[src/rtl/csr_trap_seq.sv]
// Trap/mret sequencer that owns the single CSR write port and issues the fetch redirect.
// Define CSR_TRAP_VECTORED_EN to honour mtvec vectored mode for interrupt causes.
module csr_trap_seq #(
  parameter int XLEN          = 64,
  parameter int CAUSE_INT_BIT = 63
) (
  input  logic            clk,
  input  logic            reset,
  input  logic            csr_req_valid,
  input  logic [11:0]     csr_req_addr,
  input  logic [XLEN-1:0] csr_req_wdata,
  output logic            csr_req_ready,
  input  logic            trap_valid,
  input  logic [XLEN-1:0] trap_cause,
  input  logic [XLEN-1:0] trap_pc,
  input  logic [XLEN-1:0] trap_tval,
  output logic            trap_ready,
  input  logic            mret_valid,
  output logic            mret_ready,
  input  logic [XLEN-1:0] mstatus_in,
  input  logic [XLEN-1:0] mtvec_in,
  input  logic [XLEN-1:0] mepc_in,
  output logic            csr_we,
  output logic [11:0]     csr_addr_write,
  output logic [XLEN-1:0] csr_wdata,
  output logic            redirect_valid,
  output logic [XLEN-1:0] redirect_pc,
  output logic            busy
);

  localparam logic [11:0] A_MSTATUS = 12'h300;
  localparam logic [11:0] A_MEPC    = 12'h341;
  localparam logic [11:0] A_MCAUSE  = 12'h342;
  localparam logic [11:0] A_MTVAL   = 12'h343;

  typedef enum logic [2:0] {
    IDLE, T_MEPC, T_MCAUSE, T_MTVAL, T_MSTATUS, M_MSTATUS, REDIR
  } state_t;

  state_t          state;
  logic [XLEN-1:0] cause_q, pc_q, tval_q;
  logic            is_trap_q;

  always_ff @(posedge clk or posedge reset) begin
    if (reset) begin
      state     <= IDLE;
      cause_q   <= '0;
      pc_q      <= '0;
      tval_q    <= '0;
      is_trap_q <= 1'b0;
    end else begin
      case (state)
        IDLE: begin
          if (trap_valid) begin
            cause_q   <= trap_cause;
            pc_q      <= trap_pc;
            tval_q    <= trap_tval;
            is_trap_q <= 1'b1;
            state     <= T_MEPC;
          end else if (mret_valid) begin
            is_trap_q <= 1'b0;
            state     <= M_MSTATUS;
          end
        end
        T_MEPC:    state <= T_MCAUSE;
        T_MCAUSE:  state <= T_MTVAL;
        T_MTVAL:   state <= T_MSTATUS;
        T_MSTATUS: state <= REDIR;
        M_MSTATUS: state <= REDIR;
        REDIR:     state <= IDLE;
        default:   state <= IDLE;
      endcase
    end
  end

  logic [XLEN-1:0] trap_mstatus, mret_mstatus, trap_base, trap_target;

  always_comb begin
    trap_mstatus        = mstatus_in;
    trap_mstatus[7]     = mstatus_in[3];
    trap_mstatus[3]     = 1'b0;
    trap_mstatus[12:11] = 2'b11;
    mret_mstatus        = mstatus_in;
    mret_mstatus[3]     = mstatus_in[7];
    mret_mstatus[7]     = 1'b1;
    mret_mstatus[12:11] = 2'b00;
  end

  assign trap_base = {mtvec_in[XLEN-1:2], 2'b00};

`ifdef CSR_TRAP_VECTORED_EN
  // Interrupt causes land at base + 4*code; the shift drops any carry out of XLEN.
  always_comb begin
    trap_target = trap_base;
    if (mtvec_in[1:0] == 2'b01 && cause_q[CAUSE_INT_BIT])
      trap_target = trap_base + ({1'b0, cause_q[XLEN-2:0]} << 2);
  end
`else
  logic unused_mode;
  assign unused_mode = ^{mtvec_in[1:0], cause_q[CAUSE_INT_BIT]};
  assign trap_target = trap_base;
`endif

  always_comb begin
    trap_ready     = 1'b0;
    mret_ready     = 1'b0;
    csr_req_ready  = 1'b0;
    csr_we         = 1'b0;
    csr_addr_write = '0;
    csr_wdata      = '0;
    redirect_valid = 1'b0;
    redirect_pc    = '0;
    case (state)
      IDLE: begin
        if (trap_valid)         trap_ready = 1'b1;
        else if (mret_valid)    mret_ready = 1'b1;
        else if (csr_req_valid) begin
          csr_req_ready  = 1'b1;
          csr_we         = 1'b1;
          csr_addr_write = csr_req_addr;
          csr_wdata      = csr_req_wdata;
        end
      end
      T_MEPC:    begin csr_we = 1'b1; csr_addr_write = A_MEPC;    csr_wdata = pc_q;         end
      T_MCAUSE:  begin csr_we = 1'b1; csr_addr_write = A_MCAUSE;  csr_wdata = cause_q;      end
      T_MTVAL:   begin csr_we = 1'b1; csr_addr_write = A_MTVAL;   csr_wdata = tval_q;       end
      T_MSTATUS: begin csr_we = 1'b1; csr_addr_write = A_MSTATUS; csr_wdata = trap_mstatus; end
      M_MSTATUS: begin csr_we = 1'b1; csr_addr_write = A_MSTATUS; csr_wdata = mret_mstatus; end
      REDIR: begin
        redirect_valid = 1'b1;
        // mepc_in is read here, after the sequence, so it sees any earlier mepc write.
        redirect_pc    = is_trap_q ? trap_target : mepc_in;
      end
      default: ;
    endcase
  end

  assign busy = (state != IDLE);

endmodule
[config.mk]
export PLATFORM = sky130hd
export DESIGN_NAME = csr_trap_seq
export DESIGN_NICKNAME = d
export VERILOG_FILES = /design/src/rtl/csr_trap_seq.sv
export SDC_FILE = /design/constraint.sdc
export NUM_CORES = 1
export LEC_CHECK = 0
export CORE_AREA = 5 5 237 239
export CTS_CLUSTER_SIZE = 24
export DETAILED_ROUTE_END_ITERATION = 10
export DIE_AREA = 0 0 242 244
export HOLD_SLACK_MARGIN = 0.15
export PLACE_DENSITY = 0.58
export SETUP_SLACK_MARGIN = 0.15
export SLEW_MARGIN = 20
export SYNTH_ARGS = -nofsm -noshare
export SYNTH_HDL_FRONTEND = slang
export SYNTH_SLANG_ARGS = --single-unit
[constraint.sdc]
create_clock -name clk -period 9.3 [get_ports clk]
set_clock_uncertainty 0.05 [all_clocks]
set_input_delay 2.325 -clock clk [delete_from_list [all_inputs] [get_ports clk]]
set_output_delay 2.325 -clock clk [all_outputs]
set_load 0.02 [all_outputs]
==> results of run 1 <==
-- flip-flops by register name (all words and copies together), names as in the netlist --
signal and cells:
cause_q 64, is_trap_q 1, pc_q 64, state 3, tval_q 64
-- worst paths after layout --
| check | to | cells after the start |
|---|---|---|
| hold reg to reg | tval_q[4] | 1 |
| setup reg to reg | tval_q[22] | 8 |
| hold / removal | tval_q[4] | 1 |
| min in group asynchronous | cause_q[26] | 2 |
| max in group asynchronous | state[0] | 3 |
| setup / recovery | csr_wdata[39] | 6 |
-- synthesized netlist by cell type (20+ instances only) --
master       n  area, sq um
nor2_1      28          105
nor2_2      40          250
buf_6       20          225
mux2i_1     87          871
o2bb2ai_1   24          210
clkbuf_1    37          139
a221o_1     27          270
buf_2       20          100
a222oi_1    27          270
mux2_2      64          721
nand3_1     47          235
dfrtp_1    196         4900
nand2_1     34          128
mux2_1     160         1800
-- logic make-up (layout without fill, tap and decap cells) --
| group | after synthesis | count (layout) | synth area share (%) |
|---|---|---|---|
| other cells | 0 | 9 | 0 |
| mux | 311 | 311 | 31.5 |
| simple gates | 175 | 175 | 8.31 |
| buf+inv | 89 | 661 | 5.21 |
| compound gates | 115 | 115 | 9.50 |
| flops | 196 | 196 | 45.5 |
-- through the flow --
stage / util (%) / hold WS [ns] / setup WS, ns
finish: 33.5 / 0.431 / 1.76
floorplan: - / 0.402 / 1.58
global placement: 32.4 / 0.413 / 1.72
global route: 33.5 / 0.448 / 1.57
detailed placement: 32.4 / 0.418 / 1.70
CTS: 33.5 / 0.436 / 1.69
-- report_power, final --
part | internal (W) | leakage (nW) | switching [W] | total [W]
combinational | 0.00151 | 4.50 | 0.00150 | 0.00301
clock | 0.000387 | 0.279 | 0.000370 | 0.000757
sequential | 0.00129 | 2.32 | 0.000332 | 0.00162
total | 0.00319 | 7.11 | 0.00220 | 0.00539
-- critical path, delay by kind of cell --
family / cells / cell delay [ns]
compound gates: 1 / 0.33
simple gates: 2 / 1.06
buf+inv: 3 / 1.41
-- metal layers --
metal | track usage, % | vias to the layer above | wire, um
met1 | 18.1 | 4812 | 19400
li1 | - | 4428 | -
met4 | 7.54 | 2 | 2000
met5 | 0 | - | 13
met2 | 30.6 | 441 | 26800
met3 | 6.38 | 65 | 3930
-- cell type report --
type | count | area [sq um] | area share (%)
Antenna cell | 9 | 22.5 | 0.125
Inverter | 5 | 26.3 | 0.146
Clock buffer | 19 | 453 | 2.52
Multi-Input combinational cell | 601 | 5360 | 29.8
Sequential cell | 196 | 4910 | 27.3
Timing Repair Buffer | 625 | 6210 | 34.5
Clock inverter | 12 | 119 | 0.661
Tap cell | 696 | 871 | 4.85
==> results_dict.tcl, run 1 <==
set metrics [dict create \
    status "complete, no violations" \
    wire_per_inst_um 24.1 \
    total_power_w 0.00539 \
    antenna_found_initial 12 \
    vias 9748 \
    path_class "in2out" \
    pin_count 611 \
    fp.dieH_um 244 \
    cpMaxStageDelayCell "and2_2" \
    insertion_delay_ns 0.48 \
    hold_viol 0 \
    wl_um 52100 \
    synthesis.instances 886 \
    syn_nets 1351 \
    htree_levels 4 \
    worst_setup_path_end_kind "output port" \
    startpoint "trap_valid" \
    hold_buffers 0 \
    ant_nets 0 \
    cp_max_fo 31 \
    power.density_mw_per_mm2 300 \
    grt_pass1_wl_um 74400 \
    syn2layout_area_growth_pct 66.7 \
    post-place-cells 2123 \
    reg2reg_setup_slack_ns 3.56 \
    root_buffer "clkbuf_16" \
    grt_usage_pct 17.1 \
    initial_core_util_pct 20.1 \
    max_stage_delay_ns 0.81 \
    period_minus_slack_ns 7.54 \
    n_fill_cell 5428 \
    globalRouteOverflowTotal 0 \
    setup_tns_ns 0 \
    start_kind "input pin" \
    rsz0062_at_grt "false" \
    r2r_start "state[1]" \
    path_clk_slew_ns 0.07 \
    critical_path.cell_chain "clkdlybuf4s50_1, nor3b_2, buf_4, and2_2, a221o_1, clkdlybuf4s50_1" \
    drc 0 \
    synthArstFlopShare_pct 100 \
    yosys_warnings 0 \
    layout_commonest_cell "clkdlybuf4s50_1" \
    fin_area_sq_mm 0.0180 \
    synth_seq_area_share_pct 45.5 \
    cpMostUsedCell "clkdlybuf4s50_1" \
    maxCapViolations 0 \
    hold_path.class "reg2reg" \
    grt_pass1_vias 10700 \
    syn_area_sq_mm 0.0108 \
    setup_viol 0 \
    core.rowCount 85 \
    coreArea_sq_mm 0.0536 \
    finalCritPeriodShare_pct 81.1 \
    dp_hpwl_um 40600 \
    layout_common_cells "clkdlybuf4s50_1 (606), dfrtp_1 (193), mux2_1 (160)" \
    tightest_slew_ns 1.11 \
    grt_max_degree 81 \
    postCtsSetupBuffers 0 \
    dr.pass1.iters 5 \
    postPlaceCellArea_sq_mm 0.0174 \
    syn_avg_cell_area_sq_um 12.2 \
    cts_sinks 196 \
    dieArea_sq_mm 0.0590 \
    numCtsBuffers 17 \
    clock_path_buffers 2 \
    first_iter_violations 424 \
    relSlewSlack_pct 26.2 \
    arrival_ns 5.17 \
    drive_gt1_share_pct 11.7 \
    synth-edff-count 0 \
    drv_slew 0 \
    ys_ff_latch 196 \
    critical_path_required_ns 6.93 \
    p_leak_nw 7.11 \
    port_buffers 606 \
    synth_ff_type "dfrtp_1" \
    fmax_mhz 133 \
    final_nets 1911 \
    die_w_um 242 \
    finalWeightedCongestion 0.882 \
    min_from "tval_q[4]" \
    synth_cell_type_count 39 \
    fin_cells 2163 \
    cts_resized 0 \
    cts_tree "built" \
    peakVddDrop_mv 0.200 \
    drt-vias-per-instance 4.51 \
]
(Power assumes the default switching activity.)
==> inputs of run 2 (changes only) <==
==> constraint.sdc (replaced) <==
create_clock -name clk -period 7.85 [get_ports clk]
set_clock_uncertainty 0.05 [all_clocks]
set_input_delay 1.9625 -clock clk [delete_from_list [all_inputs] [get_ports clk]]
set_output_delay 1.9625 -clock clk [all_outputs]
set_load 0.02 [all_outputs]
==> run 2 against run 1 <==
Against the previous run: clock power grew 19%; sequential cell count is the same; clock-buffer cell count shrank 1; die area is the same; sequential power grew 20%; via count grew 0.33%; combinational power grew 18%; global-route usage shrank 0.098 points; core utilization is essentially flat; critical path type unchanged; worst hold slack gained 0.0023 ns; largest power group unchanged; cell count is essentially flat.
==> results_dict.tcl, run 2 (synthesis results as in run 1) <==
set metrics [dict create \
    status "complete, no violations" \
    finalCritPeriodShare_pct 82.1 \
    worst_setup_path_end_kind "output port" \
    n_fill_cell 5376 \
    first_iter_violations 374 \
    insertion_delay_ns 0.48 \
    postPlaceCellArea_sq_mm 0.0174 \
    r2r_start "state[2]" \
    start_kind "input pin" \
    startpoint "trap_valid" \
    path_class "in2out" \
    wire_per_inst_um 24.0 \
    cts_resized 0 \
    postCtsSetupBuffers 0 \
    clock_path_buffers 2 \
    hold_path.class "reg2reg" \
    relSlewSlack_pct 25.6 \
    core.rowCount 85 \
    antenna_found_initial 11 \
    p_seq_share_pct 30.3 \
    drc 0 \
    cts_tree "built" \
    hold_viol 0 \
    period_minus_slack_ns 6.44 \
    fin_area_sq_mm 0.0180 \
    layout_commonest_cell "clkdlybuf4s50_1" \
    wl_um 51800 \
    port_buffers 606 \
    dr.pass1.iters 5 \
    maxCapViolations 0 \
    power.switching_w 0.00260 \
    syn2layout_area_growth_pct 66.8 \
    htree_levels 4 \
    seq_area_sq_mm 0.00491 \
    fp.dieH_um 244 \
    multiInputGateArea_sq_mm 0.00536 \
    comb_power_share_pct 55.5 \
    tightest_slew_ns 1.12 \
    final_nets 1912 \
    finalWeightedCongestion 0.869 \
    root_buffer "clkbuf_16" \
    grt_pass1_vias 10600 \
    peakVddDrop_mv 0.241 \
    final_util_pct 33.6 \
    reg.largest.list "cause_q x64, pc_q x64, tval_q x64" \
    post-place-cells 2124 \
    vias 9780 \
    drive_gt1_share_pct 11.8 \
    power.density_mw_per_mm2 355 \
    setup_tns_ns 0 \
    layout_common_cells "clkdlybuf4s50_1 (606), dfrtp_1 (192), mux2_1 (160)" \
    internal-power_w 0.00379 \
    fmax_mhz 155 \
    die_w_um 242 \
    drv_slew 0 \
    setup_viol 0 \
    cp_max_fo 25 \
    p_leak_nw 7.12 \
    clockPowerShare_pct 14.1 \
    grt_usage_pct 17.0 \
    coreArea_sq_mm 0.0536 \
    pin_count 611 \
    fin_cells 2164 \
    initial_core_util_pct 20.1 \
    grt_max_degree 94 \
    dieArea_sq_mm 0.0590 \
    hold_buffers 0 \
    path_clk_slew_ns 0.06 \
    grt_pass1_wl_um 74200 \
    rsz0062_at_grt "false" \
    critical_path_required_ns 5.84 \
    numCtsBuffers 17 \
    arrival_ns 4.43 \
    dp_hpwl_um 40300 \
    cts_sinks 196 \
    globalRouteOverflowTotal 0 \
    drt-vias-per-instance 4.52 \
    ant_nets 0 \
    switching_share_pct 40.7 \
    min_from "tval_q[25]" \
]
[run 2: area by class of cell]
| cell class | count | area share, % |
|---|---|---|
| inverters | 5 | 0.146 |
| flip-flops and latches | 196 | 27.3 |
| well taps | 696 | 4.84 |
| clock buffers | 18 | 2.39 |
| repair buffers | 626 | 34.6 |
| multi-input cells | 601 | 29.8 |
| diodes | 9 | 0.125 |
| clock inverters | 13 | 0.821 |
[run 2: critical path: stages]
cell and delay [ns]:
clkdlybuf4s50_1 0.50, nor3b_2 0.23, and2_2 0.68, buf_4 0.28
a31o_2 0.16, clkdlybuf4s50_1 0.61
[run 2: through the flow]
stage | total power (W) | worst slack, ns | hold slack [ns]
after floorplan | 0.00397 | 0.497 | 0.402
after global routing | 0.00681 | 1.27 | 0.450
after detailed placement | 0.00558 | 1.38 | 0.418
after CTS | 0.00654 | 1.37 | 0.438
final | 0.00639 | 1.41 | 0.433
after global placement | 0.00552 | 1.38 | 0.414
[run 2: power by group through the flow]
stage / Clock (W) / Sequential [W] / Combinational [W]
2_1_floorplan: 0 / 0.00171 / 0.00226
3_3_place_gp: 0 / 0.00194 / 0.00358
3_5_place_dp: 0 / 0.00197 / 0.00362
4_1_cts: 0.000949 / 0.00195 / 0.00364
5_1_grt: 0.000975 / 0.00202 / 0.00382
6_report: 0.000903 / 0.00194 / 0.00355
[run 2: path summary, 6_finish.rpt]
kind	endpoint	slack, ns	cells past startpoint
min reg2reg	tval_q[25]	0.43	1
max in group asynchronous	tval_q[57]	4.44	3
max reg2reg	tval_q[13]	4.25	4
min in group asynchronous	pc_q[26]	1.90	2
max	csr_addr_write[1]	1.41	6
min	tval_q[25]	0.43	1
[run 2: layer usage]
layer	part of all wire, %	track usage [%]	wire length, um	up-vias
met4	4.4	9.23	2310	2
met1	38	18.6	19800	4852
li1	-	-	-	4429
met3	7.1	5.71	3660	66
met2	50	29.3	26100	431
met5	0.025	0	13	-
